<file path="src/rtl/wb_write_queue.sv">
`default_nettype none
// ============================================================================
// wb_write_queue: circular writeback queue merging load-unit and ALU results
// into one register-file write port; WBQ_FORWARD_EN adds pending-write bypass.
// Revision: 1.0
// ============================================================================
module wb_write_queue #(
  parameter int DEPTH = 4
) (
  input  logic                    clk,
  input  logic                    rst_n,
  input  logic                    mem_valid,
  output logic                    mem_ready,
  input  logic [4:0]              mem_addr,
  input  logic [31:0]             mem_data,
  input  logic                    alu_valid,
  output logic                    alu_ready,
  input  logic [4:0]              alu_addr,
  input  logic [31:0]             alu_data,
  input  logic                    drain_en,
  output logic                    rf_write_en,
  output logic [4:0]              rf_addr_w,
  output logic [31:0]             rf_data_w,
  input  logic [4:0]              fwd_addr_a,
  input  logic [4:0]              fwd_addr_b,
  output logic                    fwd_hit_a,
  output logic                    fwd_hit_b,
  output logic [31:0]             fwd_data_a,
  output logic [31:0]             fwd_data_b,
  output logic [$clog2(DEPTH):0]  count,
  output logic                    empty,
  output logic                    full
);

  localparam int AW = $clog2(DEPTH);
  localparam int CW = AW + 1;

  logic [AW-1:0] head_q, head_d;
  logic [AW-1:0] tail_q, tail_d;
  logic [CW-1:0] count_q, count_d;
  logic [4:0]    addr_q [DEPTH];
  logic [4:0]    addr_d [DEPTH];
  logic [31:0]   data_q [DEPTH];
  logic [31:0]   data_d [DEPTH];

  logic        full_w, empty_w;
  logic        mem_fire, alu_fire, enq, deq;
  logic [4:0]  enq_addr;
  logic [31:0] enq_data;

  always_comb begin
    full_w   = (count_q == CW'(DEPTH));
    empty_w  = (count_q == '0);
    mem_fire = mem_valid && !full_w;
    alu_fire = alu_valid && !full_w && !mem_valid;
    enq_addr = mem_fire ? mem_addr : alu_addr;
    enq_data = mem_fire ? mem_data : alu_data;
    // Writes to R0 complete the handshake but are architecturally void.
    enq      = (mem_fire || alu_fire) && (enq_addr != 5'd0);
    deq      = !empty_w && drain_en;

    head_d  = head_q + AW'(deq);
    tail_d  = tail_q + AW'(enq);
    count_d = count_q + CW'(enq) - CW'(deq);

    addr_d = addr_q;
    data_d = data_q;
    if (enq) begin
      addr_d[tail_q] = enq_addr;
      data_d[tail_q] = enq_data;
    end
  end

  always_ff @(posedge clk or negedge rst_n) begin
    if (!rst_n) begin
      head_q  <= '0;
      tail_q  <= '0;
      count_q <= '0;
    end else begin
      head_q  <= head_d;
      tail_q  <= tail_d;
      count_q <= count_d;
    end
  end

  // Entry storage is never cleared; occupancy gates every read of it.
  always_ff @(posedge clk) begin
    addr_q <= addr_d;
    data_q <= data_d;
  end

  always_comb begin
    mem_ready   = !full_w;
    alu_ready   = !full_w && !mem_valid;
    rf_write_en = deq;
    rf_addr_w   = empty_w ? 5'd0  : addr_q[head_q];
    rf_data_w   = empty_w ? 32'd0 : data_q[head_q];
    count       = count_q;
    empty       = empty_w;
    full        = full_w;
  end

`ifdef WBQ_FORWARD_EN
  // Walk oldest to youngest so the last match seen is the youngest one.
  always_comb begin
    logic [AW-1:0] idx;
    idx        = '0;
    fwd_hit_a  = 1'b0;
    fwd_hit_b  = 1'b0;
    fwd_data_a = 32'd0;
    fwd_data_b = 32'd0;
    for (int i = 0; i < DEPTH; i++) begin
      idx = head_q + AW'(i);
      if (CW'(i) < count_q) begin
        if ((fwd_addr_a != 5'd0) && (addr_q[idx] == fwd_addr_a)) begin
          fwd_hit_a  = 1'b1;
          fwd_data_a = data_q[idx];
        end
        if ((fwd_addr_b != 5'd0) && (addr_q[idx] == fwd_addr_b)) begin
          fwd_hit_b  = 1'b1;
          fwd_data_b = data_q[idx];
        end
      end
    end
  end
`else
  logic unused_fwd;
  assign unused_fwd = ^{fwd_addr_a, fwd_addr_b};

  always_comb begin
    fwd_hit_a  = 1'b0;
    fwd_hit_b  = 1'b0;
    fwd_data_a = 32'd0;
    fwd_data_b = 32'd0;
  end
`endif

endmodule
`default_nettype wire

</file>
<file path="config.mk">
export PLATFORM = sky130hd
export DESIGN_NAME = wb_write_queue
export DESIGN_NICKNAME = d
export VERILOG_FILES = /design/src/rtl/wb_write_queue.sv
export SDC_FILE = /design/constraint.sdc
export NUM_CORES = 1
export LEC_CHECK = 0
export BUFFER_PORTS_ARGS = -buffer_cell sky130_fd_sc_hd__buf_2
export CORE_UTILIZATION = 55
export DETAILED_ROUTE_END_ITERATION = 12
export GPL_TIMING_DRIVEN = 0
export PLACE_DENSITY = 0.89
export SYNTH_ARGS = -nofsm -noshare
export SYNTH_HDL_FRONTEND = slang
export SYNTH_SLANG_ARGS = --single-unit
</file>
<file path="constraint.sdc">
create_clock -name clk -period 10.8 [get_ports clk]
set_input_delay 0 -clock clk [delete_from_list [all_inputs] [get_ports clk]]
set_output_delay 0 -clock clk [all_outputs]
set_load 0.03 [all_outputs]
</file>
==> metrics.yaml <==
worst_setup_path:
  crit_type: "flop to flop"
  regToRegStartpoint: "count[1]"
  worst_ep_arrival_time_ns: 3.98
  cp-startpoint: "count[1]"
  cp_max_fo: 10
  critPathLaunchType: "flop"
  cp-end-kind: "flop"
  required_ns: 11.12
placement:
  io_buffers: 123
  gp_congestion: 0.728
  dp_hpwl_microns: 9930
cts:
  htreeDepth: 4
  cts_tree: "built"
  cts-root-buf: "clkbuf_16"
  clk_latency_ns: 0.42
  clock-sinks: 155
  post-cts-setup-buffers: 0
  path_clk_slew_ns: 0.07
  cts_buffers: 17
  cts_buffer_depth: 2
hold_path:
  hold_path_class: "primary input to flop"
  hold_path_startpoint: "drain_en"
synth:
  syn_inst: 382
  synthAdderAreaFrac_pct: 0.984
  synth_top_family_by_area: "multiplexers"
  synth_area_per_cell_sq_um: 18.6
  synth_area_leaders: "edfxtp_1, mux4_2, buf_4"
  synth-seq-cells: 155
  synth_top_area_share_pct: 62.4
  ys_seq_area_share_pct: 64.9
  synth-edff-count: 148
  synth_area_leader_cell: "edfxtp_1"
  yosys.area_share.simple_pct: 5.43
  ys_top_cells_by_count: "edfxtp_1, buf_4, mux4_2"
  synth_ff_type: "edfxtp_1"
  synth_compound_area_share_pct: 0.351
  synthMuxAreaShare_pct: 18.6
  syn_area_sq_um: 7120
  async_flop_share_pct: 4.52
  synth_most_common_cell: "edfxtp_1"
  ys_warn_count: 0
  synth_xor_area_share_pct: 0.492
  synth_cell_types: 32
final_layout:
  area_growth_pct: 37.1
  utilization_pct: 77.4
  drive_gt1_share_pct: 47.6
  nNetsFinal: 779
  num_antenna_cells: 0
global_routing:
  grt-ovfl-total: 0
  grt_usage_pct: 24.6
  antenna_found_initial: 0
  grt_pass1_vias: 4380
  grt_max_degree: 17
  grt_pass1_wl_microns: 23500
route:
  wl_microns: 15500
  wl_per_cell_microns: 17.9
  viasPerCell: 4.93
  drt_iter0_markers: 157
  detail-route-antenna-nets: 0
  first_pass_iters: 4
  route.detailed.drc: 0
  via_count: 4293
die:
  io_pins: 200
  die_area_sq_um: 13400
  die_w_microns: 116
  core_sq_um: 12600
  rows: 41
  initial_core_util_pct: 56.4
  die_y_microns: 116
timing:
  finClkSkew_ns: 0.0159
  whs_ns: 0.129
  slew_headroom_pct: 32.3
  fin_tns_setup_ns: 0
  setup_viol: 0
  fin_crit_ns: 3.66
  rsz0062_at_grt: "no"
  maxSlewViolCount: 0
  final_hold_viol_count: 0
  fin_crit_sh_pct: 33.9
  fmax_ghz: 0.273
  worst_slew_pin_slew_ns: 1.01
job:
  drv_cap: 0
power:
  p_leak_nw: 4.03
  powerDensity_nw_per_um2: 287
  peakVddDrop_mv: 0.184
run_status:
  status: "complete, no violations"
## worst max-delay path, stage by stage, from the launching register on
cell and delay [ns]:
dfrtp_1 0.46, nor3_1 0.50, clkbuf_1 0.43, clkbuf_1 0.52, nor2b_1 0.18, ha_1 0.32, inv_1 0.04, ha_1 0.20
fa_1 0.44, xor2_1 0.26, xnor2_1 0.19
## path summary, 6_finish.rpt
check	to	cells after the start	slack, ns
worst max register to register	count[2]	10	7.14
worst min-delay path	head_q[0]	3	0.13
min in group asynchronous	head_q[0]	3	0.56
worst min register to register	head_q[0]	1	0.57
worst max-delay path	count[2]	10	7.14
max in group asynchronous	head_q[1]	3	9.95
## cell type report
class | instances | area [sq um]
clock inverter | 11 | 168
sequential | 155 | 4620
fill | 727 | 2850
timing repair buffer | 219 | 1530
multi-input combinational | 206 | 2110
inverter | 4 | 27.5
clock buffer | 21 | 460
tap | 172 | 215
buffer | 82 | 631
## sequential cells by signal (all words and copies together), names as in the netlist
name,count
head_q,2
tail_q,2
addr_q,20
count,3
data_q,128
## power breakdown
group          total (W)  internal (W)  switching (W)
Clock           0.000625      0.000398       0.000226
Combinational    0.00124      0.000502       0.000735
Sequential      0.000939      0.000886      0.0000528
## cells by family after synthesis
group | count (synthesis)
xor+xnor | 4
other cells | 1
fa+ha+maj | 5
buf+inv | 86
flops | 155
compound gates | 2
mux | 74
simple gates | 55
## what timing repair did
action / in CTS / in global routing
gates resized for setup: 0 / 0
hold endpoints to repair: 155 / 0
hold buffers: 76 / 0
## routing by layer
metal	wire [microns]	track usage, %	vias to the layer above
li1	-	-	1945
met1	5560	27.1	2083
met2	8560	45.8	235
met3	1050	5.75	30
met4	361	10.0	0
met5	0	0	-
## stage by stage
| stage | instance area [sq um] | cells | total power, W | setup WS, ns |
|---|---|---|---|---|
| 2_1_floorplan | 7370 | 447 | 0.00179 | 5.09 |
| 3_3_place_gp | 8200 | 742 | 0.00207 | 2.63 |
| 3_5_place_dp | 8380 | 762 | 0.00213 | 7.43 |
| 4_1_cts | 9770 | 870 | 0.00279 | 7.40 |
| 5_1_grt | 9770 | 870 | 0.00292 | 6.94 |
| 6_report | 9770 | 870 | 0.00280 | 7.14 |
## layout by cell type (no fill, tap or decap), types with 3 or more instances in the layout
cell and n:
dlygate4sd3_1 76, and2b_1 11, mux4_2 37, dfrtp_1 7, mux2_2 17, clkinv_2 3, bufinv_16 4, buf_2 126
buf_12 3, nor4_2 3, clkbuf_1 7, nor2b_1 27, xor2_1 3, buf_4 89, clkbuf_16 17, mux2_4 20
conb_1 66, edfxtp_1 148, ha_1 4, inv_1 3
Power figures use the tool's default switching activity.
